File: config.mk
export PLATFORM = sky130hd
export DESIGN_NAME = rotate_n_nums
export DESIGN_NICKNAME = d
export VERILOG_FILES = /design/src/rtl/rotate_n_nums.sv
export SDC_FILE = /design/constraint.sdc
export NUM_CORES = 1
export LEC_CHECK = 0
export BUFFER_PORTS_ARGS = -buffer_cell sky130_fd_sc_hd__buf_2
export CELL_PAD_IN_SITES_DETAIL_PLACEMENT = 1
export CELL_PAD_IN_SITES_GLOBAL_PLACEMENT = 2
export CORE_MARGIN = 4
export CORE_UTILIZATION = 28
export CTS_BUF_LIST = sky130_fd_sc_hd__clkbuf_16
export CTS_CLUSTER_DIAMETER = 120
export DETAILED_ROUTE_END_ITERATION = 6
export HOLD_SLACK_MARGIN = 0.15
export MAX_ROUTING_LAYER = met4
export PLACE_DENSITY = 0.84
export SLEW_MARGIN = 10
export SYNTH_ARGS = -nofsm -noshare
export SYNTH_HDL_FRONTEND = slang
export SYNTH_SLANG_ARGS = --single-unit
File: constraint.sdc
create_clock -name clk -period 1.4 [get_ports clk]
set_clock_uncertainty 0.05 [all_clocks]
set_input_delay 0.14 -clock clk [delete_from_list [all_inputs] [get_ports clk]]
set_output_delay 0.14 -clock clk [all_outputs]
set_load 0.01 [all_outputs]
File: src/rtl/rotate_n_nums.sv
// ============================================================================
// Module   : rotate_n_nums
// Purpose  : Rotates N packed lanes left or right by a requested step count,
//            with valid/ready handshakes on the input and output sides.
//            Define ROTATE_BARREL_EN to rotate in one shot at accept time;
//            leave it undefined for the default one-lane-per-cycle engine.
// Revision : 1.0 - initial release
// ============================================================================
`default_nettype none

module rotate_n_nums #(
  parameter int WIDTH = 8,
  parameter int N     = 3,
  parameter int AW    = 4
) (
  input  logic               clk,
  input  logic               rst_n,
  input  logic               in_valid,
  output logic               in_ready,
  input  logic [N*WIDTH-1:0] in_data,
  input  logic [AW-1:0]      in_amt,
  input  logic               in_dir,
  output logic               out_valid,
  input  logic               out_ready,
  output logic [N*WIDTH-1:0] out_data,
  output logic               busy
);

  localparam int c_dw = N * WIDTH;

  typedef enum logic [1:0] {
    IDLE   = 2'd0,
    ROTATE = 2'd1,
    DONE   = 2'd2
  } state_t;

  state_t          r_state;
  logic [c_dw-1:0] r_buf;
  logic [AW-1:0]   r_cnt;
  logic            r_dir;
  logic            r_in_ready;
  logic            r_out_valid;
  logic            r_busy;

  // Single-lane step. Lane 0 sits in the least significant bits, so a left
  // step (lane i takes lane i+1) is a right shift of the packed vector.
  function automatic logic [c_dw-1:0] f_step(input logic [c_dw-1:0] d,
                                              input logic            dir);
    if (!dir) begin
      return {d[WIDTH-1:0], d[c_dw-1:WIDTH]};
    end
    return {d[c_dw-WIDTH-1:0], d[c_dw-1 -: WIDTH]};
  endfunction

  // Full rotation by amt mod N, computed per destination lane.
  function automatic logic [c_dw-1:0] f_barrel(input logic [c_dw-1:0] d,
                                                input logic [AW-1:0]   amt,
                                                input logic            dir);
    logic [c_dw-1:0] res;
    int              k;
    int              src;
    res = '0;
    k   = int'(amt) % N;
    for (int i = 0; i < N; i++) begin
      src = dir ? ((i - k + N) % N) : ((i + k) % N);
      res[i*WIDTH +: WIDTH] = d[src*WIDTH +: WIDTH];
    end
    return res;
  endfunction

  always_ff @(posedge clk or negedge rst_n) begin
    if (!rst_n) begin
      r_state     <= IDLE;
      r_buf       <= '0;
      r_cnt       <= '0;
      r_dir       <= 1'b0;
      r_in_ready  <= 1'b0;
      r_out_valid <= 1'b0;
      r_busy      <= 1'b0;
    end else begin
      case (r_state)
        IDLE: begin
          if (in_valid && r_in_ready) begin
            r_dir      <= in_dir;
            r_in_ready <= 1'b0;
            r_busy     <= 1'b1;
`ifdef ROTATE_BARREL_EN
            r_buf       <= f_barrel(in_data, in_amt, in_dir);
            r_cnt       <= '0;
            r_state     <= DONE;
            r_out_valid <= 1'b1;
`else
            r_buf <= in_data;
            r_cnt <= in_amt;
            if (in_amt == '0) begin
              r_state     <= DONE;
              r_out_valid <= 1'b1;
            end else begin
              r_state <= ROTATE;
            end
`endif
          end else begin
            // Ready rises one cycle after reset release and stays up in IDLE.
            r_in_ready <= 1'b1;
          end
        end

        ROTATE: begin
          r_buf <= f_step(r_buf, r_dir);
          r_cnt <= r_cnt - AW'(1);
          if (r_cnt == AW'(1)) begin
            r_state     <= DONE;
            r_out_valid <= 1'b1;
          end
        end

        DONE: begin
          // Completion edge never accepts; ready is seen in the next cycle.
          if (out_ready) begin
            r_state     <= IDLE;
            r_out_valid <= 1'b0;
            r_busy      <= 1'b0;
            r_in_ready  <= 1'b1;
          end
        end

        default: begin
          r_state     <= IDLE;
          r_out_valid <= 1'b0;
          r_busy      <= 1'b0;
          r_in_ready  <= 1'b0;
        end
      endcase
    end
  end

  assign in_ready  = r_in_ready;
  assign out_valid = r_out_valid;
  assign busy      = r_busy;
  assign out_data  = r_buf;

endmodule

`default_nettype wire
Word-level counts from Yosys, hierarchy flattened
Cells that the tools add are included.
{"block": "word_totals", "ff_bits": 34, "in_bits": 33, "out_inout_bits": 27, "word_cells": 49}
{"block": "op_classes", "n_addsub": 1, "n_eq_ne": 7, "muxes": 23, "bitwise_logic": 1, "reduce_logical": 10}
{"cell": "$mux W24", "count": 3}
{"cell": "$pmux W24 S2", "count": 1}
{"cell": "$mux W1", "count": 9}
{"cell": "$pmux W1 S3", "count": 3}
{"cell": "$mux W2", "count": 4}
{"cell": "$ne A2 B2 Y1 const B", "count": 4}
{"cell": "$pmux W4 S2", "count": 1}
{"cell": "$pmux W2 S3", "count": 1}
{"cell": "$reduce_and A2 Y1", "count": 3}
{"cell": "$reduce_and A3 Y1", "count": 2}
{"cell": "$eq A4 B1 Y1 const B", "count": 1}
{"cell": "$logic_not A4 Y1", "count": 1}
{"cell": "$mux W4", "count": 1}
{"cell": "$reduce_and A4 Y1", "count": 1}
{"cell": "$sub A4 B1 Y4 const B", "count": 1}
{"cell": "$eq A2 B1 Y1 const B", "count": 1}
{"cell": "$eq A2 B2 Y1 const B", "count": 1}
{"cell": "$logic_not A2 Y1", "count": 1}
{"cell": "$reduce_bool A2 Y1", "count": 1}
{"cell": "$logic_and A1 B1 Y1", "count": 1}
{"cell": "$not A1 Y1", "count": 1}

Longest topological paths before layout
{"block": "depth", "word_depth": 4, "depth_mapped": 6, "mapped_depth_nobuf": 5}

Worst setup path before layout
OpenSTA, ideal clock, no wires.
{"block": "synth_timing", "path_kind": "reg-to-reg", "startpoint": "reg r_in_ready (netlist: in_ready)", "endpoint": "reg r_buf[0] (netlist: out_data[0])", "t_arrival_ns": 1.402, "required_time_ns": 1.227, "slack_ns": -0.175, "path_stages_with_launch": 6, "cell_sequence": "dfrtp_1 nand2_2 or3_1 buf_2 buf_6 o221a_1"}
{"block": "synth_via", "elab_chain_len": 3}
{"element": "start: declaration", "line_no": "41", "rtl": "logic r_in_ready;"}
{"element": "start signal: assignment", "line_no": "77", "rtl": "r_in_ready <= 1'b0;"}
{"element": "start signal: assignment", "line_no": "85", "rtl": "r_in_ready <= 1'b0;"}
{"element": "start signal: assignment", "line_no": "104", "rtl": "r_in_ready <= 1'b1;"}
{"element": "$logic_and A1 B1 Y1", "line_no": "83", "rtl": "if (in_valid && r_in_ready) begin"}
{"element": "$ne A2 B2 Y1 (no line)"}
{"element": "$reduce_and A2 Y1 (no line)"}
{"element": "end signal: assignment", "line_no": "93", "rtl": "r_buf <= in_data;"}
{"element": "end signal: assignment", "line_no": "109", "rtl": "r_buf <= f_step(r_buf, r_dir);"}
{"element": "end: declaration", "line_no": "38", "rtl": "logic [c_dw-1:0] r_buf;"}
Every way passes these cells.
A chain may end at the register's enable or synchronous reset.

Final worst setup path
{"block": "layout_timing", "startpoint": "reg r_state[1]", "endpoint": "reg r_buf[16] (netlist: out_data[16])"}
{"block": "layout_via", "elab_chain_len": 3, "elab_cells_between_ends": 6}
{"element": "start: declaration", "line_no": "37", "rtl": "state_t r_state;"}
{"element": "start signal: assignment", "line_no": "73", "rtl": "r_state <= IDLE;"}
{"element": "start signal: assignment", "line_no": "96", "rtl": "r_state <= DONE;"}
{"element": "start signal: assignment", "line_no": "99", "rtl": "r_state <= ROTATE;"}
{"element": "$eq A2 B1 Y1 / $logic_not A2 Y1 (equally long branches)", "line_no": "81", "rtl": "case (r_state)"}
{"element": "$reduce_bool A2 Y1 (no line) / $ne A2 B2 Y1 (equally long branches)"}
{"element": "$reduce_and A2 Y1 (no line)"}
Several ways; a longest one is shown, not always the timed one.

==> insert_results.sql <==
INSERT INTO impl_metrics (metric_group, metric, value, unit) VALUES
('outcome', 'status', 'finished with violations', ''),
('outcome', 'failed_checks', 'negative setup slack', ''),
('critical_path', 'crit_path_start_kind', 'flop', ''),
('detailed_routing', 'antenna_left', '0', ''),
('pwr', 'pwr_density_cell', '2350', 'nW/um2'),
('critical_path', 'worst-endpoint-arrival', '1550', 'ps'),
('final_layout', 'number_of_nets_in_the_layout', '302', ''),
('sta', 'setup_viol', '25', ''),
('sta', 'final_max_slew_viol_count', '0', ''),
('sta', 'timing.final.hold_violations', '0', ''),
('die', 'floorplan.die_area', '7970', 'um2'),
('synth', 'synth_seq_area_share', '46.0', '%'),
('sta', 'final_min_period_over_clock_period', '103', '%'),
('sta', 'whs', '274', 'ps'),
('clocking', 'cts.htree.levels', '2', ''),
('die', 'die_height', '89.3', 'um'),
('synth', 'post_synth_inst_count', '167', ''),
('detailed_routing', 'initialDrtViolationCount', '62', ''),
('die', 'floorplan.initialDensity', '29.0', '%'),
('sta', 'post-route-worst-setup-slack', '-41.9', 'ps'),
('final_layout', 'diodes', '0', ''),
('global_route', 'first_global_vias', '1862', ''),
('placement', 'place_worst_setup_slack', '-376', 'ps'),
('synth', 'post_synth_num_cell_types', '38', ''),
('die', 'die_w', '89.3', 'um'),
('final_layout', 'postLayoutCoreUtil', '44.4', '%'),
('final_layout', 'ratio_of_cells_with_drive_above_1_in_the_final_layout', '33.7', '%'),
('sta', 'setup-tns-final', '-574', 'ps'),
('clocking', 'number_of_buffers_added_by_the_clock_tree_synthesis_step', '5', ''),
('die', 'row_count', '29', ''),
('die', 'io-pin-count', '60', ''),
('global_route', 'grt_first_pass_wirelength', '9.33', 'mm'),
('placement', 'numPortBuffers', '59', ''),
('detailed_routing', 'drt_first_pass_iters', '4', ''),
('detailed_routing', 'drc', '0', ''),
('clocking', 'clock_sink_count', '34', ''),
('flow_run', 'cap_violations', '0', ''),
('placement', 'post-place-cells', '303', ''),
('detailed_routing', 'vias_per_cell', '5.22', ''),
('placement', 'place.detailed.hpwl', '3.80', 'mm'),
('clocking', 'cts_root_buf', 'sky130_fd_sc_hd__clkbuf_16', ''),
('critical_path', 'ff2ff_path_depth', '3', ''),
('critical_path', 'worstPathMaxFanout', '24', ''),
('sta', 'min_period', '1440', 'ps'),
('sta', 'highest_clock_rate', '694', 'MHz'),
('critical_path', 'critical_path.reg2reg.startpoint', 'r_state[1]', ''),
('synth', 'postSynthNetCount', '202', ''),
('synth', 'postSynth.topFlopCell', 'sky130_fd_sc_hd__dfrtp_1', ''),
('pwr', 'vdd.ir_drop.worst', '0.00108', 'V'),
('sta', 'worst_pin_slew', '399', 'ps'),
('synth', 'synth_enable_flop_cells', '0', ''),
('critical_path', 'path_class', 'reg2reg', ''),
('critical_path', 'reg2reg_to', 'out_data[16]', ''),
('hold_path', 'hp-class', 'in2async', ''),
('die', 'core_box_area', '6390', 'um2'),
('detailed_routing', 'postRouteWirelength', '5.76', 'mm'),
('synth', 'asyncSetResetFlopFracSynth', '100', '%'),
('global_route', 'grt_util_all_layers', '15.7', '%'),
('synth', 'netlist_area_pre_place', '1850', 'um2'),
('detailed_routing', 'via_count', '1797', ''),
('pwr', 'power_leakage', '1.26', 'nW'),
('global_route', 'largest_net_degree_at_the_start_of_global_routing', '25', ''),
('critical_path', 'critPathRequiredTime', '1510', 'ps'),
('final_layout', 'final-instance-count-excl-fill', '344', ''),
('global_route', 'grt_overflow_total', '0', ''),
('global_route', 'antenna_found_initial', '0', ''),
('clocking', 'ctsLongestPathBuffers', '2', ''),
('synth', 'ys_ff_latch', '34', ''),
('clocking', 'cts_tree', 'done', ''),
('final_layout', 'synthesis_to_layout_area_growth', '53.2', '%'),
('sta', 'grt_setup_unrepaired', 'yes', ''),
('synth', 'synth_warnings', '0', ''),
('placement', 'globalplace.congestion', '0.760', ''),
('sta', 'max_slew_margin', '73.4', '%'),
('detailed_routing', 'routed_wire_length_per_instance', '16.8', 'um'),
('clocking', 'clk-insertion-delay-late', '280', 'ps'),
('critical_path', 'critical_path.endpoint_type', 'flop', ''),
('clocking', 'clock_input_transition_at_the_sequential_cells_of_the_worst_setup_and_hold_paths', '50', 'ps'),
('synth', 'postSynthAreaPerCell', '11.1', 'um2'),
('critical_path', 'reg2reg_setup_slack', '-40', 'ps');
power breakdown:
part           switching [mW]  internal, mW
Combinational            1.70          1.77
Sequential              0.502          1.47
Clock                   0.405         0.823
Total                    2.60          4.06
worst max-delay path by stage:
| stage | depth (start not counted) | endpoint | start |
|---|---|---|---|
| 2_1_floorplan | 5 | out_data[0] | in_ready |
| 3_3_place_gp | 3 | out_data[8] | r_state[0] |
| 3_5_place_dp | 3 | out_data[21] | r_state[0] |
| 4_1_cts | 3 | out_data[16] | r_state[0] |
| 5_1_grt | 4 | out_data[16] | in_ready |
| 6_report | 3 | out_data[16] | r_state[1] |
placed cells by master (no fill, tap or decap), types with 2 or more instances in the layout:
cell / netlist / layout
sky130_fd_sc_hd__o311ai_1: 2 / 2
sky130_fd_sc_hd__nand3_1: 2 / 2
sky130_fd_sc_hd__inv_1: 3 / 3
sky130_fd_sc_hd__clkbuf_16: 0 / 5
sky130_fd_sc_hd__dfrtp_1: 34 / 32
sky130_fd_sc_hd__mux2i_1: 24 / 24
sky130_fd_sc_hd__o221a_1: 24 / 24
sky130_fd_sc_hd__nand2_1: 28 / 28
sky130_fd_sc_hd__dfrtp_2: 0 / 2
sky130_fd_sc_hd__nand2b_1: 2 / 2
sky130_fd_sc_hd__a21oi_1: 3 / 3
sky130_fd_sc_hd__dlygate4sd3_1: 0 / 32
sky130_fd_sc_hd__buf_4: 0 / 11
sky130_fd_sc_hd__ha_1: 2 / 2
sky130_fd_sc_hd__nand3b_1: 2 / 2
sky130_fd_sc_hd__o22ai_1: 2 / 2
sky130_fd_sc_hd__nor2_1: 2 / 2
sky130_fd_sc_hd__buf_2: 8 / 59
sky130_fd_sc_hd__inv_2: 2 / 2
sky130_fd_sc_hd__a21oi_4: 0 / 2
sky130_fd_sc_hd__buf_12: 0 / 3
per-stage QoR:
| step | instance area (um2) | power [mW] |
|---|---|---|
| final | 2830 | 6.67 |
| after global routing | 2830 | 7.18 |
| after CTS | 2820 | 6.72 |
| after detailed placement | 2310 | 5.28 |
| after global placement | 2310 | 5.13 |
| after floorplan | 1860 | 4.12 |
cell type report:
cell class | instances | area [um2]
Fill cell | 719 | 3550
Multi-Input combinational cell | 116 | 948
Sequential cell | 34 | 853
Timing Repair Buffer | 105 | 758
Clock buffer | 5 | 125
Tap cell | 77 | 96.3
Clock inverter | 2 | 33.8
Inverter | 5 | 18.8
Yosys cell counts, types with 2 or more instances:
master                     number  area, um2
sky130_fd_sc_hd__inv_2          2       7.51
sky130_fd_sc_hd__nand3_1        2       10.0
sky130_fd_sc_hd__nor2_1         2       7.51
sky130_fd_sc_hd__inv_1          3       11.3
sky130_fd_sc_hd__o311ai_1       2       17.5
sky130_fd_sc_hd__nand3b_1       2       15.0
sky130_fd_sc_hd__o22ai_1        2       12.5
sky130_fd_sc_hd__nor2b_1        2       12.5
sky130_fd_sc_hd__buf_6          2       22.5
sky130_fd_sc_hd__dfrtp_1       34        851
sky130_fd_sc_hd__nand2b_1       2       12.5
sky130_fd_sc_hd__mux2i_1       24        240
sky130_fd_sc_hd__a21oi_1        3       15.0
sky130_fd_sc_hd__ha_1           2       25.0
sky130_fd_sc_hd__o221a_1       24        270
sky130_fd_sc_hd__buf_2          8       40.0
sky130_fd_sc_hd__clkbuf_1       3       11.3
sky130_fd_sc_hd__nand2_1       28        105
metal layers:
| layer | GRT usage (%) | wire (um) |
|---|---|---|
| met4 | 3.79 | 55 |
| met5 | - | 0 |
| met2 | 24.4 | 2680 |
| met3 | 4.15 | 342 |
| met1 | 20.5 | 2690 |
sequential cells by signal, indices dropped and copies added, names as in the netlist:
name / count
busy: 1
in_ready: 1
out_data: 24
out_valid: 1
r_cnt: 4
r_dir: 1
r_state: 2
critical path, stage by stage (launching register included):
cell and delay (ps):
sky130_fd_sc_hd__dfrtp_2 450, sky130_fd_sc_hd__or3_4 400, sky130_fd_sc_hd__buf_12 170, sky130_fd_sc_hd__o221a_1 250
what timing repair did:
item                                   4_1_cts  5_1_grt
hold buffers                                32        0
endpoints found under the hold margin       64        0
gates resized for setup                      3        2
cloned                                       1        0
setup endpoints to repair                   25       27
pin swaps                                    2        0
buffers inserted                             1        0
kinds of logic (layout without fill, tap and decap cells):
kind of cell,Yosys count,after routing,share of synthesized area (%)
adder cells (fa/ha/maj),2,2,1.35
flip-flops,34,34,46.0
buffers and inverters,18,117,5.01
AND/OR/NAND/NOR,46,46,12.2
multiplexers,26,26,14.2
AO/OA/AOI/OAI,41,42,21.2
Note: power is estimated with default switching activity, not from simulation.
